### src/rtl/cache_arbiter.sv
// Shares one physical-memory port between the icache and dcache: one line transfer at a time.
// Define CACHE_ARB_ROUND_ROBIN_EN to alternate grants on simultaneous requests (default: dcache priority).
module cache_arbiter #(
    parameter int LINE_WIDTH = 256,
    parameter int ADDR_WIDTH = 32
) (
    input  logic                  clk,
    input  logic                  rst,
    // Handshake: a client holds its request high until its one-cycle resp pulse;
    // the memory strobes are held from grant until the one-cycle mem_resp pulse.
    input  logic                  i_pmem_read,
    input  logic [ADDR_WIDTH-1:0] i_pmem_address,
    output logic [LINE_WIDTH-1:0] i_pmem_rdata,
    output logic                  i_pmem_resp,
    input  logic                  d_pmem_read,
    input  logic                  d_pmem_write,
    input  logic [ADDR_WIDTH-1:0] d_pmem_address,
    input  logic [LINE_WIDTH-1:0] d_pmem_wdata,
    output logic [LINE_WIDTH-1:0] d_pmem_rdata,
    output logic                  d_pmem_resp,
    output logic                  mem_read,
    output logic                  mem_write,
    output logic [ADDR_WIDTH-1:0] mem_address,
    output logic [LINE_WIDTH-1:0] mem_wdata,
    input  logic [LINE_WIDTH-1:0] mem_rdata,
    input  logic                  mem_resp,
    output logic [1:0]            state_o
);

    typedef enum logic [1:0] {
        IDLE   = 2'd0,
        I_BUSY = 2'd1,
        D_BUSY = 2'd2
    } state_e;

    state_e                  state_q;
    logic                    mem_read_q;
    logic                    mem_write_q;
    logic [ADDR_WIDTH-1:0]   addr_q;
    logic [LINE_WIDTH-1:0]   wdata_q;
    logic                    d_req;
    logic                    d_wins;

    assign d_req = d_pmem_read | d_pmem_write;

`ifdef CACHE_ARB_ROUND_ROBIN_EN
    // 1 when the dcache owned the most recently completed transaction.
    logic last_grant_d_q;
    assign d_wins = d_req && !(i_pmem_read && last_grant_d_q);
`else
    assign d_wins = d_req;
`endif

    always_ff @(posedge clk) begin
        if (rst) begin
            state_q     <= IDLE;
            mem_read_q  <= 1'b0;
            mem_write_q <= 1'b0;
            addr_q      <= '0;
            wdata_q     <= '0;
`ifdef CACHE_ARB_ROUND_ROBIN_EN
            last_grant_d_q <= 1'b0;
`endif
        end else begin
            case (state_q)
                IDLE: begin
                    if (d_wins) begin
                        state_q     <= D_BUSY;
                        // A write-back wins over a read when both are raised.
                        mem_write_q <= d_pmem_write;
                        mem_read_q  <= ~d_pmem_write;
                        addr_q      <= d_pmem_address;
                        wdata_q     <= d_pmem_wdata;
                    end else if (i_pmem_read) begin
                        state_q     <= I_BUSY;
                        mem_read_q  <= 1'b1;
                        mem_write_q <= 1'b0;
                        addr_q      <= i_pmem_address;
                        wdata_q     <= '0;
                    end
                end
                I_BUSY, D_BUSY: begin
                    if (mem_resp) begin
                        state_q     <= IDLE;
                        mem_read_q  <= 1'b0;
                        mem_write_q <= 1'b0;
`ifdef CACHE_ARB_ROUND_ROBIN_EN
                        last_grant_d_q <= (state_q == D_BUSY);
`endif
                    end
                end
                default: state_q <= IDLE;
            endcase
        end
    end

    // Completion is steered combinationally so the client sees data in the mem_resp cycle.
    assign i_pmem_resp  = (state_q == I_BUSY) && mem_resp;
    assign d_pmem_resp  = (state_q == D_BUSY) && mem_resp;
    assign i_pmem_rdata = i_pmem_resp ? mem_rdata : '0;
    assign d_pmem_rdata = d_pmem_resp ? mem_rdata : '0;

    assign mem_read    = mem_read_q;
    assign mem_write   = mem_write_q;
    assign mem_address = addr_q;
    assign mem_wdata   = wdata_q;
    assign state_o     = state_q;

endmodule

### config.mk
export PLATFORM = sky130hd
export DESIGN_NAME = cache_arbiter
export DESIGN_NICKNAME = d
export VERILOG_FILES = /design/src/rtl/cache_arbiter.sv
export SDC_FILE = /design/constraint.sdc
export NUM_CORES = 1
export LEC_CHECK = 0
export ABC_AREA = 1
export CORE_AREA = 2 2 541 543
export DETAILED_ROUTE_END_ITERATION = 12
export DIE_AREA = 0 0 543 545
export HOLD_SLACK_MARGIN = 0.05
export SLEW_MARGIN = 20
export SYNTH_ARGS = -nofsm -noshare
export SYNTH_HDL_FRONTEND = slang
export SYNTH_SLANG_ARGS = --single-unit
### constraint.sdc
create_clock -name clk -period 2.1 [get_ports clk]
set_clock_uncertainty 0.2 [all_clocks]
set_input_delay 0.42 -clock clk [delete_from_list [all_inputs] [get_ports clk]]
set_output_delay 0.42 -clock clk [all_outputs]
set_load 0.005 [all_outputs]
==> impl_metrics.py <==
metrics = {
    "outcome": {
        "outcome": "finished, violations left",
        "violations": "negative setup slack",
    },
    "clock_network": {
        "cts_tree": "built",
        "cts-root-buf": "clkbuf_16",
        "htreeDepth": 2,
        "cts_sinks": 292,
        "cts_max_path_buffers": 3,
        "numCtsBuffers": 41,
        "clock_latency_ns": 0.63,
        "clk_pin_slew_worst_paths_ns": 0.06,
    },
    "worst_setup_path": {
        "max_stage_delay_ns": 0.37,
        "timing.rr.end": "mem_wdata[65]",
        "crit_arrival_ns": 2.35,
        "ff2ff_path_depth": 9,
        "cpLargestDelayFamily": "buffers and inverters",
        "crit_buf_inv": 7,
        "cp.required_ns": 1.48,
        "critPathSlowestCell": "dfxtp_4",
        "path_class": "reg2out",
        "crit_path_max_fanout": 6,
        "r2r-start": "state_o[0]",
        "rrSetupSlack_ns": 0.08,
        "worstSetupStartpointType": "register",
        "startpoint": "state_o[1]",
        "path_cells": "inv_4 -> ha_4 -> buf_12 -> nand2_8 -> buf_16 -> buf_16 -> clkbuf_16 -> buf_8 -> nor2_4 -> buf_12",
        "end_kind": "primary output",
    },
    "logic_synthesis": {
        "yosysTopAreaCell": "dfxtp_1",
        "synth_top_family_by_area": "simple AND/OR/NAND/NOR gates",
        "async_flop_share_pct": 0,
        "netlist_area_um2": 13860,
        "syn_inst": 2282,
        "synth-compound-area-share_pct": 9.541,
        "ys.flop_type": "dfxtp_1",
        "synth_xor_area_share_pct": 0,
        "synth_cell_types": 19,
        "ys_ff_latch": 292,
        "synth_fa_ha_area_share_pct": 0.2708,
        "syn_nets": 2867,
        "synth_enable_flop_cells": 0,
        "netlist.area_leader.share_pct": 42.17,
        "yosys_warnings": 0,
        "synthTopCellsByArea": "dfxtp_1 (42%), nand2_1 (18%), nor2_1 (16%)",
        "synthSimpleGateAreaFrac_pct": 34.43,
        "avgSynthCellArea_um2": 6.075,
        "synthMuxAreaShare_pct": 0,
        "ys_seq_area_share_pct": 42.17,
    },
    "sta": {
        "period_needed_ns": 2.967,
        "finalHoldViolCount": 0,
        "rsz0062_at_grt": "true",
        "fin_ws_ns": -0.8671,
        "hold_ws_ns": 0.1432,
        "max_freq_ghz": 0.3370,
        "relSlewSlack_pct": 61.87,
        "slew_viol_final": 0,
        "tightest_slew_ns": 0.5701,
        "finalCritPeriodShare_pct": 141.3,
        "setup_viol": 667,
    },
    "routing": {
        "drt_iter0_markers": 1605,
        "wl_um": 242300,
        "wl_per_cell_um": 30.57,
        "drc": 0,
        "detail-route-antenna-nets": 0,
        "viasPerCell": 2.834,
        "vias": 22460,
        "drt_pass1_iterations": 5,
    },
    "die": {
        "start_util_pct": 4.778,
        "placementRows": 198,
        "core_um2": 290100,
        "die_h_um": 545,
        "die_x_um": 543,
        "die_area_um2": 295900,
        "num_io_pins": 1388,
    },
    "global_route": {
        "grtUsageTotal_pct": 15.27,
        "grt-ovfl-total": 0,
        "grt_max_degree": 87,
        "antenna_found_initial": 209,
        "grt_pass1_vias": 20670,
        "grt_first_pass_wirelength_um": 277000,
    },
    "finish": {
        "final_cells": 7927,
        "final_util_pct": 13.46,
        "final_area_um2": 39060,
        "drive_gt1_share_pct": 25.99,
        "area_growth_pct": 181.8,
        "finalNetCount": 4519,
        "num-fill-cells": 33350,
    },
    "power_and_ir_drop": {
        "max-vdd-ir-drop_mv": 0.5923,
        "pwr_density_cell_nw_per_um2": 659.0,
        "intPower_mw": 16.05,
        "clockPowerShare_pct": 31.8,
        "p_total_mw": 25.74,
        "combPwrFrac_pct": 42.1,
        "swShare_pct": 37.65,
        "p_seq_share_pct": 26.1,
        "switchingPower_mw": 9.690,
        "leakage_nw": 18.12,
    },
    "placement": {
        "placed_area_um2": 35670,
        "place_hpwl_um": 213300,
        "dp.cells": 7706,
        "place_congestion": 0.9920,
        "port_buffers": 1387,
    },
    "worst_hold_path": {
        "min_path_cells": 3,
        "min_to": "mem_wdata[166]",
        "timing.hold.worst.class": "in2reg",
        "holdCritStartpoint": "d_pmem_wdata[166]",
    },
    "run": {
        "cap_viol_max_count": 0,
    },
}
[synthesized netlist by cell type (2+ instances only)]
cell type	instances
nand2_1	682
nor2_1	582
inv_1	296
dfxtp_1	292
a21oi_1	260
clkbuf_1	94
buf_4	29
buf_2	27
clkbuf_4	4
ha_1	3
nand3_1	3
buf_6	2
inv_2	2
[layout by cell type (no fill, tap or decap), drive strengths merged, types with 2 or more instances in the layout]
master	count
a21oi	260
buf	716
bufinv	8
clkbuf	132
clkdlybuf4s15	30
clkdlybuf4s50	800
clkinv	9
clkinvlp	4
dfxtp	292
diode	60
dlygate4sd2	44
dlymetal6s2s	95
ha	3
inv	302
nand2	683
nand3	3
nor2	583
o21ai	2
[logic make-up (layout without fill, tap and decap cells)]
logic type,Yosys count,after routing
and+or+nand+nor,1269,1269
DFF,292,292
other,0,60
buffers and inverters,456,2141
AOI/OAI and AO/OA,262,262
adders and majority gates,3,3
[power groups by stage]
stage	Sequential (mW)	Combinational [mW]	Clock [mW]
6_report	6.71	10.8	8.19
5_1_grt	6.79	11.7	8.66
4_1_cts	6.70	10.5	8.54
3_5_place_dp	6.80	10.3	0
3_3_place_gp	6.77	10.3	0
2_1_floorplan	6.80	2.65	0
[worst register-to-register path: cells and delay by family, from the launching register on]
family,cells,cell delay (ns)
buf+inv,5,0.69
flops,1,0.36
simple gates,2,0.35
compound gates,1,0.19
fa+ha+maj,1,0.16
[metrics by stage]
stage | setup slack [ns] | setup TNS [ns]
floorplan | 0.1107 | 0
global placement | -0.9505 | -453.98
detailed placement | -0.9477 | -449.41
CTS | -1.104 | -499.28
global route | -0.9373 | -438.73
finish | -0.8671 | -365.91
[per-layer routing]
metal / vias up / GRT usage [%] / share of wire (%)
li1: 10110 / - / -
met1: 10240 / 15.81 / 35
met2: 1587 / 23.96 / 44
met4: 18 / 7.053 / 5.5
met5: - / 0 / 0.049
met3: 508 / 9.935 / 15
[cell type report]
class / instances / area [um^2] / area share, %
Antenna cell: 60 / 150.1 / 0.3844
Sequential cell: 292 / 5853 / 14.99
Tap cell: 3900 / 4880 / 12.49
Timing Repair Buffer: 1766 / 18630 / 47.71
Multi-Input combinational cell: 1534 / 6868 / 17.58
Inverter: 299 / 1127 / 2.886
Clock buffer: 52 / 1147 / 2.938
Clock inverter: 24 / 399.1 / 1.022
[state kept, by name, summed over array words and instances (netlist names)]
signal,count
mem_read,1
mem_write,1
mem_address,32
mem_wdata,256
state_o,2
[repair_timing]
item	in CTS	in global routing
cloned	5	18
buffers inserted	10	59
gates resized for setup	263	756
hold endpoints to repair	33	0
setup endpoints to repair	720	732
pin swaps	1	10
hold buffers	1	0
[how the worst max path moves through the flow]
stage,end,slack [ns],depth (start not counted)
3_3_place_gp,i_pmem_rdata[146],-0.95,8
4_1_cts,d_pmem_rdata[55],-1.10,8
6_report,i_pmem_rdata[75],-0.87,10
2_1_floorplan,d_pmem_resp,0.11,6
5_1_grt,i_pmem_rdata[75],-0.94,10
3_5_place_dp,i_pmem_rdata[206],-0.95,8
Note: power is estimated with default switching activity, not from simulation.
